[src/rtl/instr_mem_loader.sv]
// Byte-stream program loader: packs big-endian bytes into 32-bit words and writes them
// to instruction memory from address 0 until END_WORD arrives or the memory is full.
module instr_mem_loader #(
    parameter int          ADDR_WIDTH = 10,
    parameter logic [31:0] END_WORD   = 32'hFFFF_FFFF
) (
    input  logic                  clock,
    input  logic                  reset_n,
    input  logic                  start,
    input  logic [7:0]            rx_data,
    input  logic                  rx_valid,
    output logic                  rx_ready,
    output logic                  mem_we,
    output logic [ADDR_WIDTH-1:0] mem_addr,
    output logic [31:0]           mem_din,
    output logic                  cpu_hold,
    output logic                  done,
    output logic                  overflow,
    output logic [ADDR_WIDTH:0]   word_count
);

    typedef enum logic [2:0] {IDLE, RECV, WRITE, DONE, ERROR} state_t;

    localparam logic [ADDR_WIDTH-1:0] LAST_ADDR = '1;

    state_t                r_state;
    state_t                w_next;
    logic [ADDR_WIDTH-1:0] r_addr;
    logic [31:0]           r_din;
    logic [1:0]            r_byte_idx;
    logic [ADDR_WIDTH:0]   r_count;
    logic                  r_done;
    logic                  r_overflow;
    logic                  w_start;
    logic                  w_accept;
    logic                  w_is_end;
    logic                  w_at_last;

    assign w_start   = start && (r_state == IDLE || r_state == DONE || r_state == ERROR);
    assign w_accept  = rx_valid && (r_state == RECV);
    assign w_is_end  = (r_din == END_WORD);
    assign w_at_last = (r_addr == LAST_ADDR);

    always_ff @(posedge clock or negedge reset_n) begin
        if (!reset_n) r_state <= IDLE;
        else          r_state <= w_next;
    end

    always_comb begin
        w_next   = r_state;
        rx_ready = 1'b0;
        mem_we   = 1'b0;
        cpu_hold = 1'b0;
        case (r_state)
            IDLE, DONE, ERROR: begin
                if (start) w_next = RECV;
            end
            RECV: begin
                rx_ready = 1'b1;
                cpu_hold = 1'b1;
                if (rx_valid && r_byte_idx == 2'd3) w_next = WRITE;
            end
            WRITE: begin
                mem_we   = 1'b1;
                cpu_hold = 1'b1;
                if (w_is_end)       w_next = DONE;
                else if (w_at_last) w_next = ERROR;
                else                w_next = RECV;
            end
            default: w_next = IDLE;
        endcase
    end

    always_ff @(posedge clock or negedge reset_n) begin
        if (!reset_n) begin
            r_addr     <= '0;
            r_din      <= '0;
            r_byte_idx <= '0;
            r_count    <= '0;
            r_done     <= 1'b0;
            r_overflow <= 1'b0;
        end else begin
            if (w_start) begin
                r_addr     <= '0;
                r_byte_idx <= '0;
                r_count    <= '0;
                r_done     <= 1'b0;
                r_overflow <= 1'b0;
            end
            if (w_accept) begin
                case (r_byte_idx)
                    2'd0:    r_din[31:24] <= rx_data;
                    2'd1:    r_din[23:16] <= rx_data;
                    2'd2:    r_din[15:8]  <= rx_data;
                    default: r_din[7:0]   <= rx_data;
                endcase
                r_byte_idx <= r_byte_idx + 2'd1;
            end
            if (r_state == WRITE) begin
                r_count <= r_count + (ADDR_WIDTH+1)'(1);
                // The end marker is itself written so the CPU halts on it; the address stays put.
                if (w_is_end) begin
                    r_done <= 1'b1;
                end else if (w_at_last) begin
                    r_overflow <= 1'b1;
                end else begin
                    r_addr     <= r_addr + ADDR_WIDTH'(1);
                    r_byte_idx <= '0;
                end
            end
        end
    end

    assign mem_addr   = r_addr;
    assign mem_din    = r_din;
    assign done       = r_done;
    assign overflow   = r_overflow;
    assign word_count = r_count;

endmodule

[config.mk]
export PLATFORM = sky130hd
export DESIGN_NAME = instr_mem_loader
export DESIGN_NICKNAME = d
export VERILOG_FILES = /design/src/rtl/instr_mem_loader.sv
export SDC_FILE = /design/constraint.sdc
export NUM_CORES = 1
export LEC_CHECK = 0
export CORE_ASPECT_RATIO = 0.75
export CORE_UTILIZATION = 62
export CTS_BUF_LIST = sky130_fd_sc_hd__clkbuf_8 sky130_fd_sc_hd__clkbuf_16
export DETAILED_ROUTE_END_ITERATION = 6
export DONT_BUFFER_PORTS = 1
export HOLD_SLACK_MARGIN = 0.1
export PLACE_DENSITY = 0.84
export SYNTH_ARGS = -nofsm -noshare
export SYNTH_HDL_FRONTEND = slang
export SYNTH_SLANG_ARGS = --single-unit
[constraint.sdc]
create_clock -name clock -period 3.2 [get_ports clock]
set_input_delay 0.64 -clock clock [delete_from_list [all_inputs] [get_ports clock]]
set_output_delay 0.64 -clock clock [all_outputs]
set_load 0.01 [all_outputs]
After elaboration in Yosys (flattened, before gate mapping)

Cells that the tools add are included.

Flip-flop bits (word level): 60
Output and inout bits: 58

Multiplexer cells: 26
Equality and inequality tests: 11
Add/subtract/negate cells: 3
Bitwise logic cells: 1
Reduce and logical (&&, ||, !) cells: 16

Operators by type and width:

| operator                                              | number |
|---|---|
| two-way mux 10 bit                                    | 4 |
| equality test 32 bit, second input constant           | 1 |
| two-way mux 11 bit                                    | 2 |
| two-way mux 3 bit                                     | 4 |
| adder 11 x 1 -> 11 bit, second input constant         | 1 |
| adder 10 x 1 -> 10 bit, second input constant         | 1 |
| equality test 10 bit, second input constant           | 1 |
| two-way mux 1 bit                                     | 10 |
| two-way mux 2 bit                                     | 5 |
| AND reduction 2 bit                                   | 5 |
| one-hot mux 3 bit (3 select lines)                    | 1 |
| equality test 3 x 2 -> 1 bit, second input constant   | 2 |
| OR reduction 3 bit                                    | 2 |
| equality test 2 bit, second input constant            | 2 |
| equality test 3 x 1 -> 1 bit, second input constant   | 1 |
| equality test 3 bit, second input constant            | 1 |
| logical AND 1 bit                                     | 3 |
| zero test 3 bit                                       | 1 |
| adder 2 x 1 -> 2 bit, second input constant           | 1 |
| equality test 2 x 1 -> 1 bit, second input constant   | 1 |
| zero test 2 bit                                       | 1 |
| logical OR 1 bit                                      | 2 |
| inequality test 2 x 1 -> 1 bit, second input constant | 1 |
| inequality test 2 bit, second input constant          | 1 |
| other kinds (3)                                       | 3 |

Depth between registers and ports, before layout

Gate-level depths: netlist of run 1.

Depth after elaboration: 9
Depth in mapped cells: 8

Worst setup path after synthesis of run 1

OpenSTA, ideal clock, no wires.

Kind: flip-flop to output port
Start: register r_state[2]
End: output port cpu_hold
Arrival: 1.146 ns
Cell stages (with the launch flop): 6
Buffers on the path: 1
Setup slack: 1.414 ns
Cells stage by stage: dfrtp_1 -> nor2_1 -> nand2_2 -> inv_2 -> buf_4 -> or2_2

Longest elaborated chain between the ends: 3
Elaborated cells between the ends (all ways): 4

Ends and longest elaborated chain:

| element                                                                             | line | text |
|---|---|---|
| start: declaration                                                                  | 26   | `state_t r_state;` |
| start signal: assignment                                                            | 46   | `else r_state <= w_next;` |
| equality test 3 x 1 -> 1 bit / equality test 3 x 2 -> 1 bit (equally long branches) | 54   | `case (r_state)` |
| OR reduction 2 bit (no line) *                                                      | -    |  |
| two-way mux 1 bit *                                                                 | 54   |  |
| end: declaration                                                                    | 16   | `output logic cpu_hold,` |

Mark *: on every way between the ends. The rest lies on a longest branch, timed or not.

Final worst setup path of run 1

Ends and elaborated chain as after synthesis.

==> metrics.cfg, run 1 <==
[detailed_routing]
finalWirelength_microns = 5980
drtAntennaViolNets = 0
post_drt_via_cell_ratio = 6.34
dr.first_iter.drc_count = 88
drt_pre_antenna_iters = 4
routedWlPerCell_microns = 19.6
drc_errors = 0
vias = 1934

[synth]
yosysUniqueCellTypes = 45
yosysWarningCount = 0
synth_enable_flop_cells = 0
synthesis.nets = 254
synthFlopType = dfrtp_1
ys_seq_elements = 60
ys_seq_area_frac = 0.509
synth_top_area_frac = 0.509
avgSynthCellArea_sq_um = 12.5
synthesis.area_sq_mm = 0.00295
synth_area_leaders = dfrtp_1, mux2_4, mux2_2
postSynth.asyncResetShare = 1.00
syn_inst = 236
synth_top_area_cell = dfrtp_1

[timing]
setup_viol = 0
period_minus_slack_ns = 2.16
finalCritPeriodShare = 0.675
hold_slack_ns = 0.169
hold_viol = 0
worst_pin_slew_ns = 0.662
tns_ns = 0
skew_ns = 0.00630
max_slew_margin = 0.559
fmax_mhz = 463
slew_viol_final = 0
rsz0062_at_grt = false

[clock_tree]
clock_latency_ns = 0.33
path_clk_slew_ns = 0.07
post_cts_resized = 0
cts_tree = built
h-tree-depth = 3
root_buffer = clkbuf_8
tritoncts.num_buffers = 9
cts_buffer_depth = 2
cts.sinks = 60

[cells_and_area]
nFillCells = 306
final_net_count = 261
register_area_sq_mm = 0.00150
syn_to_final_growth_pct = 8.40
drive_above_1_share = 0.266
antenna-diode-count = 0
multi_input_area_sq_mm = 0.00139

[floorplan]
dieWidth_microns = 81.6
num_rows = 21
core-area_sq_mm = 0.00452
pin_count = 70
dieArea_sq_mm = 0.00504
die_h_microns = 61.7
initial_core_util = 0.653

[worst_setup_path]
path_class = reg -> out
crit_path_end_kind = output port
cp-start-kind = flip-flop
r2r_cells = 7
cp.arrival_ns = 1.52
critPathLaunch = r_state[2]
crit-reg2reg-launch = r_state[2]
crit_fanout = 11
required_ns = 2.56

[global_route]
grt-ovfl-total = 0
antenna_found_initial = 0
grt_pass1_vias = 1848
grt_pass1_wl_microns = 9130
grt_max_degree = 61
grt_util_all_layers = 0.254

[pwr]
p_switching_uw = 1000
pwr-share-clk = 0.236
irDropWorstVdd_mv = 0.542
p_per_area_mw_per_mm2 = 860
seqPwrFrac = 0.490
combPwrFrac = 0.274
p_sw_frac = 0.364
p_leak_uw = 0.00149
p_int_uw = 1750

[placed_design]
numPortBuffers = 0
place.gp.congestion = 0.815
dp_hpwl_microns = 4040

[run_status]
status = finished clean

[min_path]
hold_path.class = in -> async

[flow_run]
maxCapViolCount = 0

-- critical path, stage by stage (launching register included) --
cell,delay [ns]
dfrtp_1,0.46
nor2_1,0.09
nand2_2,0.14
inv_2,0.14
or2_2,0.36
-- cell usage after synthesis (2+ instances only) --
cell type  number
dfrtp_1        60
mux2_4         24
nand2_1        22
o21ai_0        14
nand3_1        12
nand4_1        12
nor2_1         10
mux2_2          9
a22o_1          6
and3_1          6
ha_1            6
a21oi_1         5
a31oi_1         3
buf_2           3
nand2_8         3
nor3_1          3
xnor2_1         3
a21o_1          2
inv_1           2
mux2i_1         2
nor2b_1         2
nor4_4          2
o211ai_1        2
o31ai_1         2
-- registers in the layout (all words and copies together), names as in the netlist --
| register | cells |
|---|---|
| overflow | 1 |
| r_byte_idx | 2 |
| mem_din | 32 |
| mem_addr | 10 |
| word_count | 11 |
| done | 1 |
| r_state | 3 |
-- timing repair --
item / 4_1_cts / 5_1_grt
buffers inserted: 0 / 0
endpoints found under the hold margin: 60 / 0
hold buffers: 1 / 0
-- cell families after synthesis --
| kind of cell | count (synthesis) | synth area share |
|---|---|---|
| AND/OR/NAND/NOR | 82 | 0.173 |
| flip-flops | 60 | 0.509 |
| AO/OA/AOI/OAI | 42 | 0.102 |
| multiplexers | 35 | 0.163 |
| buffers and inverters | 8 | 0.0182 |
| adder cells (fa/ha/maj) | 6 | 0.0255 |
| XOR/XNOR | 3 | 0.00891 |
-- area by class of cell --
| class | count | area share |
|---|---|---|
| Clock buffer | 9 | 0.0387 |
| Clock inverter | 7 | 0.0211 |
| Inverter | 3 | 0.00352 |
| Multi-Input combinational cell | 168 | 0.436 |
| Sequential cell | 60 | 0.470 |
| Tap cell | 57 | 0.0223 |
| Timing Repair Buffer | 1 | 0.00861 |
-- per-stage QoR --
step / std cells / setup slack [ns] / util / power, uW / area [sq um]
2_1_floorplan: 236 / 1.41 / - / 1940 / 2950
3_3_place_gp: 288 / 1.26 / 0.659 / 2050 / 2980
3_5_place_dp: 288 / 1.20 / 0.659 / 2080 / 2980
4_1_cts: 305 / 1.03 / 0.707 / 2760 / 3200
5_1_grt: 305 / 0.954 / 0.707 / 2910 / 3200
6_report: 305 / 1.04 / 0.707 / 2750 / 3200
-- per-layer routing --
metal | GRT usage | vias to the layer above | share of wire
met2 | 0.370 | 78 | 0.45
met5 | 0 | - | 0
met4 | 0.0927 | 0 | 0.010
li1 | - | 882 | -
met1 | 0.346 | 967 | 0.46
met3 | 0.101 | 7 | 0.078
-- final timing paths --
path / slack (ns) / to
min in group clock: 0.45 / mem_din[17]
hold / removal: 0.17 / word_count[8]
setup reg to reg: 1.15 / mem_addr[7]
max in group asynchronous: 2.78 / mem_din[13]
hold reg to reg: 0.57 / word_count[7]
setup / recovery: 1.04 / cpu_hold
-- layout by cell type, fill, tap and decap left out, drive strengths merged, types with 6 or more instances in the layout --
master / instances
a22o: 6
ha: 6
nor2: 10
nand4: 12
nand3: 13
and3: 7
clkbuf: 9
dfrtp: 60
a21oi: 6
mux2: 33
nand2: 26
o21ai: 15
-- power by group through the flow --
stage                     sequential [uW]  clock (uW)  combinational (uW)
after floorplan                      1280           0                 665
after global placement               1340           0                 703
after detailed placement             1360           0                 726
after CTS                            1340         663                 755
after global routing                 1390         700                 821
final                                1350         648                 754
Power figures use the tool's default switching activity.
==> inputs of run 2 (changes only) <==
--- a/config.mk
+++ b/config.mk
@@ -6,12 +6,12 @@
 export NUM_CORES = 1
 export LEC_CHECK = 0
 export CORE_ASPECT_RATIO = 0.75
-export CORE_UTILIZATION = 62
+export CORE_UTILIZATION = 57
 export CTS_BUF_LIST = sky130_fd_sc_hd__clkbuf_8 sky130_fd_sc_hd__clkbuf_16
 export DETAILED_ROUTE_END_ITERATION = 6
 export DONT_BUFFER_PORTS = 1
 export HOLD_SLACK_MARGIN = 0.1
-export PLACE_DENSITY = 0.84
+export PLACE_DENSITY = 0.81
 export SYNTH_ARGS = -nofsm -noshare
 export SYNTH_HDL_FRONTEND = slang
 export SYNTH_SLANG_ARGS = --single-unit
==> constraint.sdc (replaced) <==
create_clock -name clock -period 1.87 [get_ports clock]
set_input_delay 0.374 -clock clock [delete_from_list [all_inputs] [get_ports clock]]
set_output_delay 0.374 -clock clock [all_outputs]
set_load 0.01 [all_outputs]
==> run 2 against run 1 <==
  * Sequential power increased by 56%
  * Clock-buffer cell count stayed put
  * Register-to-register slack worse by 1.1 ns
  * Setup slack worse by 1.0 ns
  * Core utilization grew 2.5 points
  * Hold slack lost 0.0023 ns
  * Combinational power grew to 2.6 times the previous value
  * Via count increased by 9.2%
  * Cell count is 15% higher
  * First-iteration DRC count grew 51%
  * Flip-flop and latch count unchanged
  * Routed wire length up 13%
  * Largest cell class unchanged
  * Highest routed layer unchanged
==> metrics.cfg, run 2 (synthesis gave the netlist of run 1 again) <==
[timing]
fin_ws_ns = 0.0162
worst_pin_slew_ns = 0.409
tns_ns = 0
setup_viol = 0
max_slew_margin = 0.726
finalCritPeriodShare = 0.991
slew_viol_final = 0
period_minus_slack_ns = 1.85
fmax_mhz = 539
skew_ns = 0.0123
rsz0062_at_grt = true
hold_viol = 0

[clock_tree]
tritoncts.num_buffers = 9
cts_buffer_depth = 2
cts_tree = built
path_clk_slew_ns = 0.07
clock_latency_ns = 0.35
cts.sinks = 60
h-tree-depth = 3
root_buffer = clkbuf_8

[cells_and_area]
largest_reg_flops = 32
final_cells = 351
utilization = 0.732
final_net_count = 304
final_common_cell = dfrtp_1
final_cell_mix = dfrtp_1, buf_4, mux2_4
antenna-diode-count = 0
nFillCells = 321
syn_to_final_growth_pct = 22.3
final_area_sq_mm = 0.00361
drive_above_1_share = 0.392

[detailed_routing]
drtAntennaViolNets = 0
vias = 2112
drc_errors = 0
dr.first_iter.drc_count = 133
finalWirelength_microns = 6760
drt_pre_antenna_iters = 4
routedWlPerCell_microns = 19.3
post_drt_via_cell_ratio = 6.02

[min_path]
hold_path.class = in -> reg

[global_route]
grt_pass1_vias = 2045
grt_util_all_layers = 0.259
grt_pass1_wl_microns = 10400
grt_max_degree = 61
antenna_found_initial = 0
grt-ovfl-total = 0

[floorplan]
initial_core_util = 0.599
pin_count = 70
num_rows = 22
dieArea_sq_mm = 0.00547
core-area_sq_mm = 0.00493
die_h_microns = 64.3
dieWidth_microns = 85.1

[worst_setup_path]
cp-start-kind = flip-flop
required_ns = 1.50
cp.arrival_ns = 1.48
crit_fanout = 5
path_class = reg -> out
crit_path_end_kind = output port

[pwr]
irDropWorstVdd_mv = 0.841
p_leak_uw = 0.00174
p_per_area_mw_per_mm2 = 1520

[placed_design]
placedCellCount = 327
dpl_worst_slack_ns = 0.113
numPortBuffers = 0
dp_hpwl_microns = 4630
post_dp_cell_area_sq_mm = 0.00325
place.gp.congestion = 0.839

[run_status]
status = finished clean

[flow_run]
maxCapViolCount = 0

## run 2: cell count changes in the layout (fill, tap and decap cells not counted), sizes merged
cell / change
buf: +42
bufinv: +2
clkinv: -1
clkinvlp: -1
dlygate4sd3: +1
## run 2: what timing repair did
item,CTS,global route
setup endpoints to repair,1,7
resized for setup,3,6
buffers inserted,0,6
hold endpoints to repair,60,0
hold buffers,2,0
pin swaps,0,4
gates cloned,0,0
## run 2: routing by layer
metal	vias to the layer above	track usage	share of wire
met4	0	0.0911	0.022
met5	-	0	0
met1	1043	0.332	0.43
li1	971	-	-
met3	21	0.110	0.072
met2	77	0.392	0.48
## run 2: area by class of cell
type                            count  area (sq um)  share of cell area
Clock inverter                      7           115              0.0319
Clock buffer                        9           124              0.0343
Inverter                            3          11.3             0.00312
Timing Repair Buffer               44           373               0.103
Multi-Input combinational cell    168          1400               0.389
Sequential cell                    60          1510               0.418
Tap cell                           60          75.1              0.0208
## run 2: worst paths after layout
kind                                     start  cells after the start        endpoint  slack [ns]
max in group asynchronous              reset_n                      2      r_state[2]        1.05
worst min-delay path                rx_data[5]                      1     mem_din[21]        0.17
worst max-delay path                r_state[2]                      3        cpu_hold        0.02
worst max register to register     mem_din[27]                      6      r_state[1]        0.04
min in group asynchronous              reset_n                      2     mem_din[11]        0.54
worst min register to register  word_count[10]                      1  word_count[10]        0.56
## run 2: worst max-delay path: stages, from the launching register on
cell	delay, ns
dfrtp_2	0.43
buf_12	0.14
nor3b_4	0.36
or2_4	0.21
## run 2: per-stage QoR
stage / hold slack [ns] / total power [uW]
after floorplan: 0.0784 / 3330
after global placement: 0.0792 / 3890
after detailed placement: 0.0794 / 3990
after CTS: 0.161 / 5440
after global routing: 0.150 / 5730
final: 0.167 / 5480
## run 2: power breakdown
group | switching [uW] | leakage (uW) | internal [uW] | total (uW)
Combinational | 925 | 0.000850 | 1060 | 1990
Clock | 520 | 0.000115 | 879 | 1400
Sequential | 396 | 0.000771 | 1700 | 2100
Total | 1840 | 0.00174 | 3640 | 5480
==> inputs of run 3 (changes only) <==
--- a/config.mk
+++ b/config.mk
@@ -5,6 +5,7 @@
 export SDC_FILE = /design/constraint.sdc
 export NUM_CORES = 1
 export LEC_CHECK = 0
+export CAP_MARGIN = 20
 export CORE_ASPECT_RATIO = 0.75
 export CORE_UTILIZATION = 57
 export CTS_BUF_LIST = sky130_fd_sc_hd__clkbuf_8 sky130_fd_sc_hd__clkbuf_16
==> results of run 3 <==
Final layout, timing and power as in run 2 (identical DEF).
